`config.mk`:
```
export PLATFORM = sky130hd
export DESIGN_NAME = lbist_tpg
export DESIGN_NICKNAME = d
export VERILOG_FILES = /design/src/rtl/lbist_tpg.sv
export SDC_FILE = /design/constraint.sdc
export NUM_CORES = 1
export LEC_CHECK = 0
export BUFFER_PORTS_ARGS = -buffer_cell sky130_fd_sc_hd__buf_2
export CAP_MARGIN = 15
export CORE_ASPECT_RATIO = 1.5
export CORE_MARGIN = 2
export CORE_UTILIZATION = 53
export CTS_CLUSTER_DIAMETER = 80
export CTS_CLUSTER_SIZE = 10
export DETAILED_ROUTE_END_ITERATION = 7
export PLACE_DENSITY_LB_ADDON = 0.2
export SLEW_MARGIN = 20
export SYNTH_ARGS = -nofsm -noshare
export SYNTH_HDL_FRONTEND = slang
export SYNTH_SLANG_ARGS = --single-unit
export TNS_END_PERCENT = 1
```
`constraint.sdc`:
```
create_clock -name clk -period 2.2 [get_ports clk]
set_input_delay 0.22 -clock clk [delete_from_list [all_inputs] [get_ports clk]]
set_output_delay 0.22 -clock clk [all_outputs]
set_load 0.05 [all_outputs]
```
`src/rtl/lbist_tpg.sv`:
```
// lbist_tpg: LBIST test pattern generator and run sequencer.
// A Fibonacci LFSR drives CUT_IP. Patterns are grouped into signature windows of
// PAT_PER_SIG patterns, and NUM_SIGS windows make up one run. SIG_STROBE marks the
// last pattern of each window, while SIG_ADD carries that window's index to the ORA.
// Optional build macro LBIST_TPG_LOCKUP_GUARD_EN: when defined, an all-zero SEED
// is loaded as all-ones so that the LFSR cannot lock up.
module lbist_tpg #(
  parameter int unsigned         IP_WIDTH        = 4,
  parameter int unsigned         IP_SIG_ADD_BITS = 4,
  parameter logic [0:IP_WIDTH-1] TAPS            = 4'b1100,
  parameter int unsigned         PAT_PER_SIG     = 4,
  parameter int unsigned         NUM_SIGS        = 16
) (
  input  logic                       clk,
  input  logic                       rst,
  input  logic                       start,
  input  logic                       abort,
  input  logic                       hold,
  input  logic [0:IP_WIDTH-1]        SEED,
  output logic [0:IP_WIDTH-1]        CUT_IP,
  output logic                       TP_VALID,
  output logic [0:IP_SIG_ADD_BITS-1] SIG_ADD,
  output logic                       SIG_STROBE,
  output logic                       BUSY,
  output logic                       DONE
);

  localparam int unsigned PCW = (PAT_PER_SIG > 1) ? $clog2(PAT_PER_SIG) : 1;
  localparam logic [PCW-1:0] PCNT_LAST = PCW'(PAT_PER_SIG - 1);
  localparam logic [0:IP_SIG_ADD_BITS-1] WIN_LAST = IP_SIG_ADD_BITS'(NUM_SIGS - 1);

  typedef enum logic [1:0] {StIdle, StRun, StDone} state_e;

  state_e                     state_q;
  logic [0:IP_WIDTH-1]        lfsr_q;
  logic [PCW-1:0]             pcnt_q;

  logic [0:IP_WIDTH-1]        lfsr_next;
  logic [0:IP_WIDTH-1]        lfsr_adv;
  logic [0:IP_WIDTH-1]        seed_load;
  logic [PCW-1:0]             pcnt_adv;
  logic [0:IP_SIG_ADD_BITS-1] widx_adv;
  logic                       last_pat;
  logic                       run_end;

  // LFSR step (index 0 is the MSB, shift towards it) and the seed actually loaded
  always_comb begin
    lfsr_next = {lfsr_q[1:IP_WIDTH-1], ^(lfsr_q & TAPS)};
    seed_load = SEED;
`ifdef LBIST_TPG_LOCKUP_GUARD_EN
    if (SEED == '0) begin
      seed_load = '1;
    end
`endif
  end

  // Advance only when the pattern on CUT_IP was actually presented (TP_VALID high);
  // a held cycle leaves the pending pattern in place.
  always_comb begin
    last_pat = (pcnt_q == PCNT_LAST);
    run_end  = TP_VALID && last_pat && (SIG_ADD == WIN_LAST);
    lfsr_adv = lfsr_q;
    pcnt_adv = pcnt_q;
    widx_adv = SIG_ADD;
    if (TP_VALID) begin
      lfsr_adv = lfsr_next;
      if (last_pat) begin
        pcnt_adv = '0;
        widx_adv = SIG_ADD + 1'b1;
      end else begin
        pcnt_adv = pcnt_q + 1'b1;
      end
    end
  end

  // Run sequencer with registered outputs
  always_ff @(posedge clk or posedge rst) begin
    if (rst) begin
      state_q    <= StIdle;
      lfsr_q     <= '0;
      pcnt_q     <= '0;
      CUT_IP     <= '0;
      TP_VALID   <= 1'b0;
      SIG_ADD    <= '0;
      SIG_STROBE <= 1'b0;
      BUSY       <= 1'b0;
      DONE       <= 1'b0;
    end else if (abort) begin
      // The LFSR keeps its value; only the visible outputs and the counters are cleared.
      state_q    <= StIdle;
      pcnt_q     <= '0;
      CUT_IP     <= '0;
      TP_VALID   <= 1'b0;
      SIG_ADD    <= '0;
      SIG_STROBE <= 1'b0;
      BUSY       <= 1'b0;
      DONE       <= 1'b0;
    end else begin
      case (state_q)
        StIdle, StDone: begin
          if (start) begin
            state_q    <= StRun;
            lfsr_q     <= seed_load;
            CUT_IP     <= seed_load;
            pcnt_q     <= '0;
            SIG_ADD    <= '0;
            TP_VALID   <= 1'b1;
            SIG_STROBE <= (PAT_PER_SIG == 1);
            BUSY       <= 1'b1;
            DONE       <= 1'b0;
          end
        end
        StRun: begin
          if (run_end) begin
            // The final increment is suppressed, so SIG_ADD and CUT_IP hold their last values.
            state_q    <= StDone;
            TP_VALID   <= 1'b0;
            SIG_STROBE <= 1'b0;
            BUSY       <= 1'b0;
            DONE       <= 1'b1;
          end else begin
            lfsr_q     <= lfsr_adv;
            CUT_IP     <= lfsr_adv;
            pcnt_q     <= pcnt_adv;
            SIG_ADD    <= widx_adv;
            TP_VALID   <= !hold;
            SIG_STROBE <= !hold && (pcnt_adv == PCNT_LAST);
          end
        end
        default: state_q <= StIdle;
      endcase
    end
  end

endmodule

```
### Yosys cells after proc, flatten, opt, wreduce, memory -nomap -nowiden

Cells that the tools add are included.
Widths: inputs -> output; s select.

| storage, ports and cells | value |
|---|---|
| input bits | 9 |
| register bits | 20 |
| output and inout port bits | 12 |
| word-level logic and storage cells | 74 |

| operators by class | value |
|---|---|
| muxes and demuxes | 35 |
| add/subtract/negate cells | 2 |
| equality and inequality tests | 12 |
| bitwise operators | 1 |
| reduce and logical (&&, ||, !) cells | 15 |

Operators by type and width:

| operator | count |
|---|---|
| $mux 4 | 9 |
| $mux 2 | 8 |
| $pmux 4 s2 | 2 |
| $ne 3x3->1 const B | 5 |
| $mux 1 | 10 |
| $pmux 1 s2 | 4 |
| $pmux 2 s2 | 2 |
| $eq 2x2->1 const B | 3 |
| $reduce_and 3->1 | 2 |
| $reduce_and 5->1 | 1 |
| $add 4x1->4 const B | 1 |
| $eq 4x4->1 const B | 1 |
| $ne 2x2->1 const B | 2 |
| $reduce_and 2->1 | 2 |
| $reduce_and 4->1 | 1 |
| $reduce_xor 4->1 | 1 |
| $logic_and 1x1->1 | 3 |
| $reduce_bool 3->1 | 1 |
| $add 2x1->2 const B | 1 |
| $eq 2x1->1 const B | 1 |
| $logic_not 2->1 | 1 |
| $reduce_bool 2->1 | 1 |
| $reduce_or 2->1 | 1 |
| $logic_not 1->1 | 1 |
| $not 1->1 | 1 |

### Logic depth before layout (Yosys ltp)

| depth | value |
|---|---|
| depth after elaboration | 8 |
| depth in mapped cells | 5 |
| mapped depth without buffers | 5 |

### Least setup slack after synthesis

No wires, ideal clock.

| path | value |
|---|---|
| kind | register to register |
| from | reg SIG_ADD[3] (netlist name) |
| to | reg SIG_ADD[3] (netlist name) |
| clock period less this slack | 1.877 ns |
| setup time | 0.149 ns |
| arrival | 1.728 ns |
| slack | 0.323 ns |
| data required time | 2.051 ns |
| stages on the path, launching flop included | 6 |
| buffers on the path | 0 |
| cells stage by stage | dfrtp_1 ha_1 nand3_2 a311oi_4 nand2b_1 o21ai_0 |

| between the ends | value |
|---|---|
| cells in the longest elaborated chain, start to end | 6 |
| elaborated cells between the ends (all ways) | 10 |
| those cells by class | 1 x add/sub; 2 x eq/ne; 5 x mux; 2 x reduce/logical |

RTL lines:

| item | line | RTL |
|---|---|---|
| start: declaration | 22 | `output logic [0:IP_SIG_ADD_BITS-1] SIG_ADD,` |
| start signal: assignment | 125 | `SIG_ADD <= widx_adv;` |
| $add 4x1->4 | 69 | `widx_adv = SIG_ADD + 1'b1;` |
| $mux 4 | 67 | `if (last_pat) begin` |
| $mux 4 | 65 | `if (TP_VALID) begin` |
| $mux 4 | 114 | `if (run_end) begin` |
| $pmux 4 s2 | 99 | `case (state_q)` |
| $mux 4 | 88 | `end else if (abort) begin` |

Parallel ways exist; a longest one is shown, timed or not. The select of a mux whose other input is x is not followed.
A chain may end at the register's enable or synchronous reset.

### Worst setup path in the final report

| path | value |
|---|---|
| from | reg SIG_ADD[3] (netlist name) |
| to | reg CUT_IP[0] (netlist name) |

| between the ends | value |
|---|---|
| cells in the longest elaborated chain, start to end | 4 |

RTL lines:

| item | line | RTL |
|---|---|---|
| $eq 4x4->1 | 61 | `run_end = TP_VALID && last_pat && (SIG_ADD == WIN_LAST);` |
| $logic_and 1x1->1 | 61 |  |
| $ne 3x3->1 (no line) | n/a |  |
| $reduce_and 3->1 (no line) | n/a |  |
| end signal: assignment | 104 | `CUT_IP <= seed_load;` |
| end signal: assignment | 123 | `CUT_IP <= lfsr_adv;` |
| end: declaration | 20 | `output logic [0:IP_WIDTH-1] CUT_IP,` |

No other way between the ends.

==> results <==
- The static leakage is 0.5890 nW.
- The die is 41.11 um wide.
- Global routing used 20.30% of the available tracks across all layers.
- The average cell area after synthesis is around 10 um^2.
- The minimum period implied by the final worst setup slack is between 1500 and 2000 ps.
- At the pin with the least slew margin, the transition time is 752.1 ps.
- Sorting the synthesized cells by area gives the leading types as sky130_fd_sc_hd__dfrtp_1 46%, sky130_fd_sc_hd__a21o_1 4.8%, sky130_fd_sc_hd__a2111oi_2 4.1%, sky130_fd_sc_hd__a211oi_1 3.4%, sky130_fd_sc_hd__nand2b_1 3.4%.
- The number of placed I/O pins is 21.
- The starting utilization of the core area is 54.69%.
- The floorplan has 20 rows.
- Synthesis inferred 20 register bits.
- Broken down by cell family, the worst path's largest delay share belongs to simple AND/OR/NAND/NOR gates.
- The setup clock skew after layout is roughly 3.4 ps.
- Buffers inserted during clock tree synthesis total 3.
- The detailed placement HPWL is 1622 um.
- For this run, the register share of the synthesized area comes to 45.71%.
- The warning count from the yosys run is 0.
- The root buffer cell is sky130_fd_sc_hd__clkbuf_4.
- STA classifies the critical path startpoint as a register.
- After detailed routing, the number of remaining DRC violations is 0.
- The global route total overflow is 0.
- The setup fix buffers added after clock tree synthesis is 0.
- The maximum achievable frequency is just under 600 MHz.
- The number of vias per cell is between 5 and 6.
- After technology mapping, the gate count stands at 105.
- CTS saw 20 sinks.
- In this run the number of H-tree levels came out at 1.
- The synthesized cell area is 1095 um^2.
- The most common cell in the synthesized netlist is sky130_fd_sc_hd__dfrtp_1.
- For this block, the via count after detailed routing is 871.
- The fraction of power consumed by sequential logic is around half.
- The areal power density over the cells is 689.6 nW/um^2.
- The final critical path takes up 77.58% of the cycle.
- Net switching is 32.75% of the power.
- Buffers inserted to repair hold after CTS numbered 0.
- Gates resized during post-CTS repair numbered 0.
- The source-to-sink clock delay at the later pin of the worst-skew pair is 290 ps.
- The worst-case clock buffer depth is 2.
- Routability-driven placement finished with a final weighted congestion of 0.7965.
- The proportion of power drawn by combinational gates is 23.2%.
- The first global-routing pass estimated around 3500 um of wire.
- In this run the remaining antenna-violating nets after routing total 0.
- The die outline area is 2453 um^2.
- The clock-pin slew of the registers on the worst-case setup and hold paths is 120 ps.
- The count of flip-flops with a built-in enable after synthesis is 0.
- The number of optimization iterations in the first detailed-route pass is 4.
- After synthesis, the most frequently instantiated cells are 20 x sky130_fd_sc_hd__dfrtp_1, 8 x sky130_fd_sc_hd__nor2_1, 7 x sky130_fd_sc_hd__a21o_1.
- Counting every net in the synthesized netlist gives around 120.
- The worst register-to-register path has a setup slack of just under 500 ps.
- The flow ran to the end, and the final reports show no timing, DRC or antenna violations.
- After detailed routing, the total wire length is 2160 um.
- The endpoint type of the worst setup path is a register.
- The critical path goes through ha_1 > nand3_2 > o21ai_4 > nor3b_2 > a21o_1.
- The required time at the worst-slack endpoint is 2440 ps.
- The die height is between 50 and 60 um.
- For this run, the post-layout net count is between 100 and 150.
- The top fanout value on the critical path is 6.
- The number of port buffers is 20.
- Summed over all instances, the cell type with the most area after synthesis is sky130_fd_sc_hd__dfrtp_1.
- For this run, the leading register cell type out of synthesis is sky130_fd_sc_hd__dfrtp_1.
- Summed over all nets, the switching power comes to 0.2781 mW.
- Together, buffers and inverters on the worst path number 0.
- The via count of the first global-routing pass came to 804.
- The average detailed-routed wire length per instance is 14.69 um.
- The most critical setup path has its startpoint at SIG_ADD[3]$_DFFE_PP0P_.
- The share of layout cells above drive strength 1 is approximately 25%.
- The design draws 0.8491 mW.
- The max-capacitance violation count is 0.
- The count of distinct cell types in the synthesized netlist is 37.
- In this run the critical register-to-register path is launched from SIG_ADD[3]$_DFFE_PP0P_.
- Of all flip-flops after synthesis, the portion carrying an async set or reset was 100.0%.
- The max-slew violation count was 0.
- The floorplan core area is between 2000 and 2500 um^2.
- The antenna diode count is 0.
- The setup path with the least slack is of type register to register.
- The hold violation total from the final report came to 0.
- The arrival time at the worst endpoint is 1950 ps.
- The count of routing violations after the opening detailed-route iteration is 29.
- The initial antenna violation count is 0.
- From synthesis to final layout, the design area changed by 12.46%.
- The cell internal power dissipation is 0.5710 mW.
- The slowest stage of the critical path belongs to the cell sky130_fd_sc_hd__dfrtp_1.
- The kind of path behind the tightest hold check is input pin to async pin.
- The depth of the most critical reg-to-reg path is 5.
- Setup violations remaining at the end of the flow were counted as 0.
- TritonCTS built the clock tree.
- The endpoint identified for the worst register-to-register timing path is CUT_IP[0]$_DFFE_PP0P_.
- In the final timing run, aggregate negative setup slack is 0 ps.
- Entering global routing, the biggest net connects 21 pins.
- The largest voltage drop on the vdd net is 459.5 uV.
- Setup repair after global routing left no endpoint under its margin.
- On the worst path, the slowest cell contributes a delay of between 400 and 500 ps.
- The relative slew slack is 49.80%.
- The clock network accounts for around 25% of the total power.
- The area fraction of the dominant cell type after synthesis is 45.71%.
## cells in the final DEF (no fill, tap or decap), types with 2 or more instances in the layout
cell type	instances
sky130_fd_sc_hd__dfrtp_1	20
sky130_fd_sc_hd__buf_2	20
sky130_fd_sc_hd__nor2_1	8
sky130_fd_sc_hd__a21o_1	7
sky130_fd_sc_hd__nand2_1	6
sky130_fd_sc_hd__nand2b_1	6
sky130_fd_sc_hd__o21ai_0	6
sky130_fd_sc_hd__a211oi_1	5
sky130_fd_sc_hd__a21oi_1	4
sky130_fd_sc_hd__inv_1	4
sky130_fd_sc_hd__nor2b_1	3
sky130_fd_sc_hd__a2111oi_2	3
sky130_fd_sc_hd__nor3_1	3
sky130_fd_sc_hd__nand4_1	3
sky130_fd_sc_hd__clkbuf_4	3
sky130_fd_sc_hd__and2_1	2
sky130_fd_sc_hd__a311oi_1	2
sky130_fd_sc_hd__ha_1	2
## sequential cells by signal, indices dropped and copies added, names as in the netlist
signal and cells:
lfsr_q 4, SIG_ADD 4, pcnt_q 2, DONE 1, state_q 2, TP_VALID 1, BUSY 1, CUT_IP 4
SIG_STROBE 1
## layout make-up
class | count | area, um^2
timing repair buffer | 20 | 100.1
inverter | 4 | 15.01
sequential | 20 | 500.5
tap | 22 | 27.53
multi-input combinational | 77 | 551.8
clock buffer | 4 | 36.28
fill | 186 | 770.7
## worst max path at each step
| stage | endpoint | slack, ps | cells after the start |
|---|---|---|---|
| 2_1_floorplan | SIG_ADD[3]$_DFFE_PP0P_ | 320 | 5 |
| 3_3_place_gp | SIG_ADD[1]$_DFFE_PP0P_ | 530 | 5 |
| 3_5_place_dp | CUT_IP[3]$_DFFE_PP0P_ | 510 | 5 |
| 4_1_cts | CUT_IP[0]$_DFFE_PP0P_ | 470 | 5 |
| 5_1_grt | CUT_IP[0]$_DFFE_PP0P_ | 340 | 5 |
| 6_report | CUT_IP[0]$_DFFE_PP0P_ | 490 | 5 |
## power groups by stage
stage / clock, mW / combinational [mW] / sequential (mW)
6_report: 0.216 / 0.197 / 0.437
3_5_place_dp: 0 / 0.200 / 0.443
4_1_cts: 0.224 / 0.199 / 0.437
2_1_floorplan: 0 / 0.113 / 0.484
3_3_place_gp: 0 / 0.196 / 0.441
5_1_grt: 0.234 / 0.215 / 0.443
## metal layers
layer / GRT usage, % / vias up / part of all wire, %
met5: 0 / - / 0
met4: 6.912 / 0 / 0.88
met3: 2.974 / 2 / 3.4
met2: 33.04 / 17 / 51
met1: 26.65 / 418 / 45
li1: - / 434 / -
## worst reg2reg max path, cell delays in order (launching register included)
cell and delay (ps):
sky130_fd_sc_hd__dfrtp_1 440, sky130_fd_sc_hd__ha_1 250, sky130_fd_sc_hd__nand3_2 190, sky130_fd_sc_hd__o21ai_4 260, sky130_fd_sc_hd__nor3b_2 350, sky130_fd_sc_hd__a21o_1 170
## cells by family after synthesis
family	share of synthesized area, %
AND/OR/NAND/NOR	19.54
multiplexers	0.9143
buffers and inverters	3.885
flip-flops	45.71
adder cells (fa/ha/maj)	2.285
AO/OA/AOI/OAI	26.86
XOR/XNOR	0.8001
## through the flow
stage	hold WS [ps]	cell area [um^2]	cells	util [%]	worst slack, ps
floorplan	183.8	1095	105	-	322.9
global placement	383.3	1195	143	59.69	528.4
detailed placement	402.9	1195	143	59.69	506.4
CTS	67.59	1231	147	61.50	472.9
global route	101.0	1231	147	61.50	338.3
finish	34.90	1231	147	61.50	493.2
No activity file was read; power rests on OpenSTA's default activity.
